[src/rtl/seg_time_reader_if.sv]
// Segment-display bus between the alarm-clock core (master) and a reader (slave).
// Carries the sample strobe, check enable, eight digit patterns and the buzzer line.
interface seg_time_reader_if;
   logic       sample;
   logic       check_en;
   logic       buzz;
   logic [6:0] h1disp;
   logic [6:0] h0disp;
   logic [6:0] m1disp;
   logic [6:0] m0disp;
   logic [6:0] s1disp;
   logic [6:0] s0disp;
   logic [6:0] d1disp;
   logic [6:0] d0disp;

   modport master (
      output sample, check_en, buzz,
      output h1disp, h0disp, m1disp, m0disp, s1disp, s0disp, d1disp, d0disp
   );

   modport slave (
      input sample, check_en, buzz,
      input h1disp, h0disp, m1disp, m0disp, s1disp, s0disp, d1disp, d0disp
   );
endinterface

[src/rtl/seg_time_reader.sv]
// Decodes the clock core's 7-segment buses back to binary time-of-day and checks
// that consecutive samples advance by exactly one second, counting faults and buzzer hits.
module seg_time_reader #(
   parameter int NS = 60,
   parameter int NH = 24,
   parameter int ND = 7
) (
   input  logic                i_clk,
   input  logic                i_reset,
   seg_time_reader_if.slave    i_seg,
   output logic [4:0]          o_hrs,
   output logic [5:0]          o_mins,
   output logic [5:0]          o_secs,
   output logic [2:0]          o_day,
   output logic                o_valid,
   output logic                o_step_ok,
   output logic                o_step_err,
   output logic                o_seg_err,
   output logic [7:0]          o_err_cnt,
   output logic [15:0]         o_buzz_cnt
);

   typedef enum logic {ST_IDLE = 1'b0, ST_TRACK = 1'b1} state_t;

   localparam logic [5:0] LP_S_MAX = 6'(NS - 1);
   localparam logic [4:0] LP_H_MAX = 5'(NH - 1);
   localparam logic [2:0] LP_D_MAX = 3'(ND - 1);

   // Returns {legal, digit}; {g,f,e,d,c,b,a} active-high encoding.
   function automatic logic [4:0] f_seg_dec(input logic [6:0] p);
      logic [4:0] r;
      case (p)
         7'h3F:   r = {1'b1, 4'd0};
         7'h06:   r = {1'b1, 4'd1};
         7'h5B:   r = {1'b1, 4'd2};
         7'h4F:   r = {1'b1, 4'd3};
         7'h66:   r = {1'b1, 4'd4};
         7'h6D:   r = {1'b1, 4'd5};
         7'h7D:   r = {1'b1, 4'd6};
         7'h07:   r = {1'b1, 4'd7};
         7'h7F:   r = {1'b1, 4'd8};
         7'h6F:   r = {1'b1, 4'd9};
         default: r = {1'b0, 4'd0};
      endcase
      return r;
   endfunction

   logic [4:0] w_h1, w_h0, w_m1, w_m0, w_s1, w_s0, w_d1, w_d0;
   logic [6:0] w_hrs_v, w_mins_v, w_secs_v;
   logic       w_digits_ok, w_legal, w_step_match;
   logic [5:0] w_inc_secs, w_inc_mins;
   logic [4:0] w_inc_hrs;
   logic [2:0] w_inc_day;

   state_t     r_state, w_state_nxt;
   logic       w_load, w_valid_nxt, w_ok_nxt, w_err_nxt, w_seg_nxt, w_err_inc;

   logic [4:0]  r_hrs;
   logic [5:0]  r_mins, r_secs;
   logic [2:0]  r_day;
   logic        r_valid, r_step_ok, r_step_err, r_seg_err;
   logic [7:0]  r_err_cnt;
   logic [15:0] r_buzz_cnt;

   assign w_h1 = f_seg_dec(i_seg.h1disp);
   assign w_h0 = f_seg_dec(i_seg.h0disp);
   assign w_m1 = f_seg_dec(i_seg.m1disp);
   assign w_m0 = f_seg_dec(i_seg.m0disp);
   assign w_s1 = f_seg_dec(i_seg.s1disp);
   assign w_s0 = f_seg_dec(i_seg.s0disp);
   assign w_d1 = f_seg_dec(i_seg.d1disp);
   assign w_d0 = f_seg_dec(i_seg.d0disp);

   assign w_hrs_v  = 7'(w_h1[3:0]) * 7'd10 + 7'(w_h0[3:0]);
   assign w_mins_v = 7'(w_m1[3:0]) * 7'd10 + 7'(w_m0[3:0]);
   assign w_secs_v = 7'(w_s1[3:0]) * 7'd10 + 7'(w_s0[3:0]);

   assign w_digits_ok = w_h1[4] & w_h0[4] & w_m1[4] & w_m0[4] &
                        w_s1[4] & w_s0[4] & w_d1[4] & w_d0[4];
   assign w_legal = w_digits_ok && (w_secs_v < 7'(NS)) && (w_mins_v < 7'(NS)) &&
                    (w_hrs_v < 7'(NH)) && (w_d0[3:0] < 4'(ND)) && (w_d1[3:0] == 4'd0);

   // Stored time advanced by one second, with cascaded wrap/carry.
   always_comb begin
      w_inc_secs = r_secs + 6'd1;
      w_inc_mins = r_mins;
      w_inc_hrs  = r_hrs;
      w_inc_day  = r_day;
      if (r_secs == LP_S_MAX) begin
         w_inc_secs = 6'd0;
         w_inc_mins = r_mins + 6'd1;
         if (r_mins == LP_S_MAX) begin
            w_inc_mins = 6'd0;
            w_inc_hrs  = r_hrs + 5'd1;
            if (r_hrs == LP_H_MAX) begin
               w_inc_hrs = 5'd0;
               if (r_day == LP_D_MAX) begin
                  w_inc_day = 3'd0;
               end else begin
                  w_inc_day = r_day + 3'd1;
               end
            end else begin
               w_inc_day = r_day;
            end
         end else begin
            w_inc_hrs = r_hrs;
         end
      end else begin
         w_inc_mins = r_mins;
      end
   end

   assign w_step_match = (w_secs_v[5:0] == w_inc_secs) && (w_mins_v[5:0] == w_inc_mins) &&
                         (w_hrs_v[4:0] == w_inc_hrs) && (w_d0[2:0] == w_inc_day);

   // State register.
   always_ff @(posedge i_clk) begin
      if (i_reset) begin
         r_state <= ST_IDLE;
      end else begin
         r_state <= w_state_nxt;
      end
   end

   // Next state: only a legal, checked sample holds a baseline.
   always_comb begin
      w_state_nxt = r_state;
      if (i_seg.sample) begin
         if (w_legal && i_seg.check_en) begin
            w_state_nxt = ST_TRACK;
         end else begin
            w_state_nxt = ST_IDLE;
         end
      end else begin
         w_state_nxt = r_state;
      end
   end

   // Output decisions for the current sample.
   always_comb begin
      w_load      = 1'b0;
      w_valid_nxt = r_valid;
      w_ok_nxt    = 1'b0;
      w_err_nxt   = 1'b0;
      w_seg_nxt   = 1'b0;
      if (i_seg.sample) begin
         if (!w_legal) begin
            w_seg_nxt   = 1'b1;
            w_valid_nxt = 1'b0;
         end else begin
            w_load      = 1'b1;
            w_valid_nxt = 1'b1;
            case (r_state)
               ST_TRACK: begin
                  if (i_seg.check_en) begin
                     w_ok_nxt  = w_step_match;
                     w_err_nxt = ~w_step_match;
                  end else begin
                     w_ok_nxt  = 1'b0;
                  end
               end
               ST_IDLE:  w_ok_nxt = 1'b0;
               default:  w_ok_nxt = 1'b0;
            endcase
         end
      end else begin
         w_load = 1'b0;
      end
   end

   assign w_err_inc = w_seg_nxt | w_err_nxt;

   // Registered outputs, pulses and saturating counters.
   always_ff @(posedge i_clk) begin
      if (i_reset) begin
         r_hrs      <= 5'd0;
         r_mins     <= 6'd0;
         r_secs     <= 6'd0;
         r_day      <= 3'd0;
         r_valid    <= 1'b0;
         r_step_ok  <= 1'b0;
         r_step_err <= 1'b0;
         r_seg_err  <= 1'b0;
         r_err_cnt  <= 8'd0;
         r_buzz_cnt <= 16'd0;
      end else begin
         if (w_load) begin
            r_hrs  <= w_hrs_v[4:0];
            r_mins <= w_mins_v[5:0];
            r_secs <= w_secs_v[5:0];
            r_day  <= w_d0[2:0];
         end
         r_valid    <= w_valid_nxt;
         r_step_ok  <= w_ok_nxt;
         r_step_err <= w_err_nxt;
         r_seg_err  <= w_seg_nxt;
         if (w_err_inc && (r_err_cnt != 8'hFF)) begin
            r_err_cnt <= r_err_cnt + 8'd1;
         end
         if (i_seg.sample && i_seg.buzz && (r_buzz_cnt != 16'hFFFF)) begin
            r_buzz_cnt <= r_buzz_cnt + 16'd1;
         end
      end
   end

   assign o_hrs      = r_hrs;
   assign o_mins     = r_mins;
   assign o_secs     = r_secs;
   assign o_day      = r_day;
   assign o_valid    = r_valid;
   assign o_step_ok  = r_step_ok;
   assign o_step_err = r_step_err;
   assign o_seg_err  = r_seg_err;
   assign o_err_cnt  = r_err_cnt;
   assign o_buzz_cnt = r_buzz_cnt;

endmodule

[src/flat_wrapper.sv]
// flat-port wrapper written by rule: the top's interface ports become plain ports
module seg_time_reader_flat 
#(
   parameter int NS = 60,
   parameter int NH = 24,
   parameter int ND = 7
)
  (i_clk, i_reset, o_hrs, o_mins, o_secs, o_day, o_valid, o_step_ok, o_step_err, o_seg_err, o_err_cnt, o_buzz_cnt, i_seg_sample, i_seg_check_en, i_seg_buzz, i_seg_h1disp, i_seg_h0disp, i_seg_m1disp, i_seg_m0disp, i_seg_s1disp, i_seg_s0disp, i_seg_d1disp, i_seg_d0disp);
  seg_time_reader_if i_seg_i ();
  input  logic i_clk;
  input  logic i_reset;
  output logic [4:0] o_hrs;
  output logic [5:0] o_mins;
  output logic [5:0] o_secs;
  output logic [2:0] o_day;
  output logic o_valid;
  output logic o_step_ok;
  output logic o_step_err;
  output logic o_seg_err;
  output logic [7:0] o_err_cnt;
  output logic [15:0] o_buzz_cnt;
  input wire logic [$bits(i_seg_i.sample)-1:0] i_seg_sample;
  input wire logic [$bits(i_seg_i.check_en)-1:0] i_seg_check_en;
  input wire logic [$bits(i_seg_i.buzz)-1:0] i_seg_buzz;
  input wire logic [$bits(i_seg_i.h1disp)-1:0] i_seg_h1disp;
  input wire logic [$bits(i_seg_i.h0disp)-1:0] i_seg_h0disp;
  input wire logic [$bits(i_seg_i.m1disp)-1:0] i_seg_m1disp;
  input wire logic [$bits(i_seg_i.m0disp)-1:0] i_seg_m0disp;
  input wire logic [$bits(i_seg_i.s1disp)-1:0] i_seg_s1disp;
  input wire logic [$bits(i_seg_i.s0disp)-1:0] i_seg_s0disp;
  input wire logic [$bits(i_seg_i.d1disp)-1:0] i_seg_d1disp;
  input wire logic [$bits(i_seg_i.d0disp)-1:0] i_seg_d0disp;
  assign i_seg_i.sample = i_seg_sample;
  assign i_seg_i.check_en = i_seg_check_en;
  assign i_seg_i.buzz = i_seg_buzz;
  assign i_seg_i.h1disp = i_seg_h1disp;
  assign i_seg_i.h0disp = i_seg_h0disp;
  assign i_seg_i.m1disp = i_seg_m1disp;
  assign i_seg_i.m0disp = i_seg_m0disp;
  assign i_seg_i.s1disp = i_seg_s1disp;
  assign i_seg_i.s0disp = i_seg_s0disp;
  assign i_seg_i.d1disp = i_seg_d1disp;
  assign i_seg_i.d0disp = i_seg_d0disp;
  seg_time_reader #(.NS(NS), .NH(NH), .ND(ND)) u_core (.i_clk(i_clk), .i_reset(i_reset), .i_seg(i_seg_i), .o_hrs(o_hrs), .o_mins(o_mins), .o_secs(o_secs), .o_day(o_day), .o_valid(o_valid), .o_step_ok(o_step_ok), .o_step_err(o_step_err), .o_seg_err(o_seg_err), .o_err_cnt(o_err_cnt), .o_buzz_cnt(o_buzz_cnt));
endmodule
[config.mk]
export PLATFORM = sky130hd
export DESIGN_NAME = seg_time_reader_flat
export DESIGN_NICKNAME = d
export VERILOG_FILES = /design/src/rtl/seg_time_reader_if.sv /design/src/rtl/seg_time_reader.sv /design/src/flat_wrapper.sv
export SDC_FILE = /design/constraint.sdc
export NUM_CORES = 1
export LEC_CHECK = 0
export BUFFER_PORTS_ARGS = -buffer_cell sky130_fd_sc_hd__buf_2
export CORE_UTILIZATION = 32
export DETAILED_ROUTE_END_ITERATION = 16
export SLEW_MARGIN = 20
export SYNTH_ARGS = -nofsm -noshare
export SYNTH_HDL_FRONTEND = slang
export SYNTH_SLANG_ARGS = --single-unit
[constraint.sdc]
create_clock -name i_clk -period 14.6 [get_ports i_clk]
set_clock_uncertainty 0.2 [all_clocks]
set_input_delay 2.92 -clock i_clk [delete_from_list [all_inputs] [get_ports i_clk]]
set_output_delay 2.92 -clock i_clk [all_outputs]
set_load 0.05 [all_outputs]
# After elaboration in Yosys (flattened, before gate mapping)
# Index checks and enable logic that the tools add are counted.
# classes
n_lt_le_gt_ge	4
n_eq_ne	90
bitwise_logic	12
add_sub_neg	9
n_reduce_logical	14
mux	29
n_mul	3
# op_table
cell	n
$pmux 5 s10	8
$eq 7x7->1 const B	56
$eq 7x3->1 const B	16
$eq 7x6->1 const B	8
$add 7x4->7	3
$mul 4x3->6 const B	3
$mux 6	3
$add 16x1->16 const B	1
$ne 16x16->1 const B	1
$mux 5	3
$lt 7x6->1 const B	2
$add 6x1->6 const B	2
$eq 6x6->1	2
$eq 6x6->1 const B	2
$logic_and 1x1->1	12
$mux 3	4
$mux 1	10
$add 8x1->8 const B	1
$ne 8x8->1 const B	1
$and 1x1->1	7
$lt 7x5->1 const B	1
$add 5x1->5 const B	1
$eq 5x5->1	1
$eq 5x5->1 const B	1
other kinds (9)	12
# word_totals
input_bits	61
regBits	49

# Longest topological paths before layout
# logic_depth
ltp_word	18
mapped_depth	18
depth_no_buf	18

# Worst setup path after synthesis
# No wires, ideal clock.
# synth_path
kind	input to register
from	input i_seg_m1disp[6]
to	register u_core.r_err_cnt[1] (netlist: u_core.o_err_cnt[1])
cell_stages	17
setup_time_ns	0.128
setup_slack_ns	7.499
t_required_ns	14.272
arrival_ns	6.773
cell_sequence	buf_2 -> or4b_1 -> mux2_2 -> o22ai_1 -> ha_1 -> ha_1 -> inv_1 -> fa_1 -> or3_1 -> and2_1 -> a211oi_1 -> nand4_1 -> a2111oi_4 -> o2bb2ai_1 -> nor2_2 -> mux2i_1 -> nor2_1
# synth_via
elab_chain_cells	17
# synth_rtl
item	line_no	text
start: declaration	flat_wrapper.sv:27	input wire logic [$bits(i_seg_i.m1disp)-1:0] i_seg_m1disp;
$eq 7x7->1 (tied with other cells)	seg_time_reader.sv:32	case (p)
$pmux 5 s10 *	seg_time_reader.sv:32	
parallel branches: the longest is 13 deep, another holds $add 7x4->7	--	
$or 1x1->1 *	seg_time_reader.sv:171	assign w_err_inc = w_seg_nxt | w_err_nxt;
$logic_and 1x1->1 *	seg_time_reader.sv:197	if (w_err_inc && (r_err_cnt != 8'hFF)) begin
end signal: assignment	seg_time_reader.sv:198	r_err_cnt <= r_err_cnt + 8'd1;
end: declaration	seg_time_reader.sv:62	logic [7:0] r_err_cnt;
# Mark *: on every way between the ends.
# A chain may end at the register's enable or synchronous reset.

# Worst setup path in the final report
# layout_path
from	input i_seg_m1disp[3]
to	register u_core.r_secs[4] (netlist: u_core.o_secs[4])
# layout_via
elab_chain_cells	15
# layout_rtl
item	line_no	text
$eq 7x7->1 (tied with other cells)	seg_time_reader.sv:32	
$pmux 5 s10 *	seg_time_reader.sv:32	
parallel branches: the longest is 7 deep, another holds $add 7x4->7	--	
$logic_and 1x1->1 * (2 in a row)	seg_time_reader.sv:80	assign w_legal = w_digits_ok && (w_secs_v < 7'(NS)) && (w_mins_v < 7'(NS)) &&
$logic_and 1x1->1 * (2 in a row)	seg_time_reader.sv:81	(w_hrs_v < 7'(NH)) && (w_d0[3:0] < 4'(ND)) && (w_d1[3:0] == 4'd0);
$mux 1 *	seg_time_reader.sv:147	if (!w_legal) begin
$mux 1 *	seg_time_reader.sv:146	if (i_seg.sample) begin
end signal: assignment	seg_time_reader.sv:190	r_secs <= w_secs_v[5:0];
end: declaration	seg_time_reader.sv:59	logic [5:0] r_mins, r_secs;
# Marked as above.

==> summary.txt <==
Run status
  • Outcome: completed

Finish
  • Area growth from synthesis to layout: 17.01%
  • Final Core Density: 38.17%
  • Fillers: between 1500 and 2000
  • # diodes: 0
  • Share of post-route cells with drive strength above 1: a little under a fifth
  • Post-layout nets: 868

Synthesis
  • Count of cell types in the netlist: 85
  • Main combinational cell family by area after synthesis: simple AND/OR/NAND/NOR gates
  • Post-synthesis compound-gate area fraction: a little under a quarter
  • Mapped cell area: ~5200 sq um
  • Most numerous cell in the Yosys netlist: nand2_1
  • Seq/Total Area, Yosys: a little under a fifth
  • Number of flops mapped to enable cells by yosys: 0
  • Post-synth ARST share: 0%
  • Mux cell area share after synthesis: between 2 and 2.5%
  • Main synth FF type: dfxtp_1
  • Synth top area share: a little under a fifth
  • Syn Inst Count: just under 700
  • Avg Cell Area, Syn: approximately 7.4 sq um
  • Simple-Gate Fraction of Synth Area: between 30% and 40%
  • Net count after synthesis: roughly 780
  • Commonest cells post-synth: nand2_1, a21oi_1, dfxtp_1, nor2_1, nand3_1
  • Synth top area cells: dfxtp_1, a21oi_1, ha_1, nand2_1, nand3_1
  • Largest area contributor in the netlist: dfxtp_1
  • Adder-Cell Fraction of Synth Area: ~7.3%
  • #FFs+latches synth: between 40 and 50
  • Synth warnings: 0
  • Post-synthesis xor/xnor area fraction: about 8.4%

Setup path
  • Worst setup EP type: flip-flop
  • Worst path cell trace: buf_2 > or4b_1 > mux2_2 > o22ai_1 > ha_1 > ha_1 > inv_1 > fa_1 > or3_1 > and2_1 > a211oi_1 > nand4_1 > a2111oi_4 > buf_4 > nand2_1 > or3_1 > a21oi_1
  • Slowest stage delay, CP: about 570 ps
  • Setup crit start kind: input pin
  • CP max-delay cell: or4b_1
  • Worst Setup Path Type: in -> reg
  • Critical path required time: around 15000 ps
  • CP arrival: slightly below 8000 ps
  • Worst Path Max Fanout: 25
  • Crit-path leading delay family: simple AND/OR/NAND/NOR gates
  • CP Buf/Inv Count: 3

Drt
  • Routed len/inst: ~14 um
  • DRT met1 WL: 7074 um
  • Metal3 WL: between 700 and 800 um
  • Drt first pass iters: 5
  • 1st-iter DRT viols: between 300 and 400
  • Vias: around 5300
  • Post-route ant nets: 0
  • Met2 routed WL: between 6000 and 7000 um
  • DR vias/cell: 5.329
  • Highest metal used: met4
  • DRC: 0
  • Post-Route WL: 14140 um

Global route
  • Congestion Overflow GR: 0
  • Number of global-route vias before repair: between 4000 and 5000
  • Total GRT Usage: 16.89%
  • Global-route wire length before repair: roughly 23000 um
  • Largest net degree at the start of global routing: 50
  • Initial antenna violation count: 0

Clocking
  • Post-cts hold buffer count: 0
  • H-Tree Depth: 2
  • Worst-Skew Late Latency: slightly below 300 ps
  • Clock Path Buffers: 2
  • CTS buffer count: 5
  • Root buffer cell: clkbuf_16
  • PostCTS Resize Cnt: 0
  • Register clock-pin slew on the reported worst setup and hold paths: about 70 ps
  • CTS tree: done
  • Clk sink count: 49
  • Post-CTS setup buffers: 0

Floorplan
  • Die Y: 129.0 um
  • Core area: 15830 sq um
  • Initial core utilization: about 33%
  • Ports: between 100 and 150
  • Die X: approximately 130 um
  • Row count: 46
  • Die ar.: between 15000 and 20000 sq um

Worst hold path
  • Min-delay worst type: reg -> reg

Pwr
  • Static leakage power: around 0.0023 uW
  • Pwr Density: ~56 nW/um^2
  • VDD IR max: between 60 and 70 uV

Run
  • Max-cap viol count: 0

Timing
  • Slew headroom: around two fifths
  • RSZ-0062 raised after global routing: false
  • Slew Viols, Final: 0
  • Final worst path period need: 7757 ps
  • Endpoints failing hold: 0
  • Max Freq: about 0.13 GHz
  • Worst Tran Pin Value: around 920 ps
  • Count of final setup violators: 0
  • Final Cycle Share: 53.13%
  • Setup TNS: 0 ps

Place
  • RD Place Congestion: between 0.8 and 0.9
  • DP Wirelength: 10960 um
  • PortBufs: ~110
worst min-delay path, delay by kind of cell, from the launching register on:
family	cells	cell delay (ps)
compound gates	1	50
flops	1	310
simple gates	1	50
path summary, 6_finish.rpt:
check,startpoint,end,slack [ps],cells after the start
worst max-delay path,i_seg_m1disp[3],u_core.o_secs[4],6840,17
worst min-delay path,u_core.o_valid,u_core.o_valid,270,2
worst max register to register,u_core.o_secs[3],u_core.o_err_cnt[4],10550,10
worst min register to register,u_core.o_valid,u_core.o_valid,270,2
routing by layer:
metal  track usage [%]  vias to the layer above
met5                 0                        -
met4             3.322                        0
li1                  -                     2779
met3             2.890                       13
met1             24.24                     2410
met2             26.49                      111
per-stage QoR:
step                      instances  hold WS, ps  worst slack (ps)  total power, uW  cell area (sq um)
after floorplan                 694        240.3              7499            179.1               5164
after detailed placement        989        255.7              6636            201.8               5866
after global placement          989        250.2              6732            201.7               5866
after global routing            997        295.9              6487            351.2               6042
final                           997        266.6              6843            336.4               6042
after CTS                       997        268.7              6900            339.6               6042
where the power goes:
group	leakage (uW)	switching [uW]	internal, uW	total (uW)
sequential	0.000395	1.17	135	136
combinational	0.00186	39.3	23.8	63.1
clock	0.0000831	51.8	85.6	137
layout make-up:
| class | instances | area (sq um) | area share (%) |
|---|---|---|---|
| timing repair buffer | 109 | 548.0 | 9.070 |
| sequential | 49 | 980.9 | 16.24 |
| clock buffer | 6 | 138.9 | 2.299 |
| tap | 216 | 270.3 | 4.473 |
| clock inverter | 2 | 37.54 | 0.6212 |
| inverter | 24 | 90.09 | 1.491 |
| multi-input combinational | 591 | 3976 | 65.81 |
cells by family (layout without fill, tap and decap cells):
family,after synthesis,count (layout)
xor gates and xnor gates,48,48
AOI/OAI and AO/OA,175,175
buffers and inverters,54,141
DFF,49,49
muxes,10,10
adders and majority gates,27,27
and+or+nand+nor,330,330
other,1,1
state kept, by name, summed over array words and instances, names as in the netlist:
signal	count
u_core.o_mins	6
u_core.r_state	1
u_core.o_secs	6
u_core.o_seg_err	1
u_core.o_err_cnt	8
u_core.o_step_err	1
u_core.o_step_ok	1
u_core.o_buzz_cnt	16
u_core.o_hrs	5
u_core.o_valid	1
u_core.o_day	3
layout by cell type (no fill, tap or decap), types with 13 or more instances in the layout:
| cell | n |
|---|---|
| nand4_1 | 20 |
| nor2_1 | 49 |
| nor4_1 | 16 |
| xor2_1 | 26 |
| dfxtp_1 | 49 |
| buf_2 | 108 |
| a21oi_1 | 58 |
| nand3_1 | 47 |
| inv_1 | 24 |
| xnor2_1 | 21 |
| and3_1 | 20 |
| nor3_1 | 13 |
| o21ai_0 | 29 |
| nand2_1 | 70 |
| ha_1 | 22 |
Power figures use the tool's default switching activity.
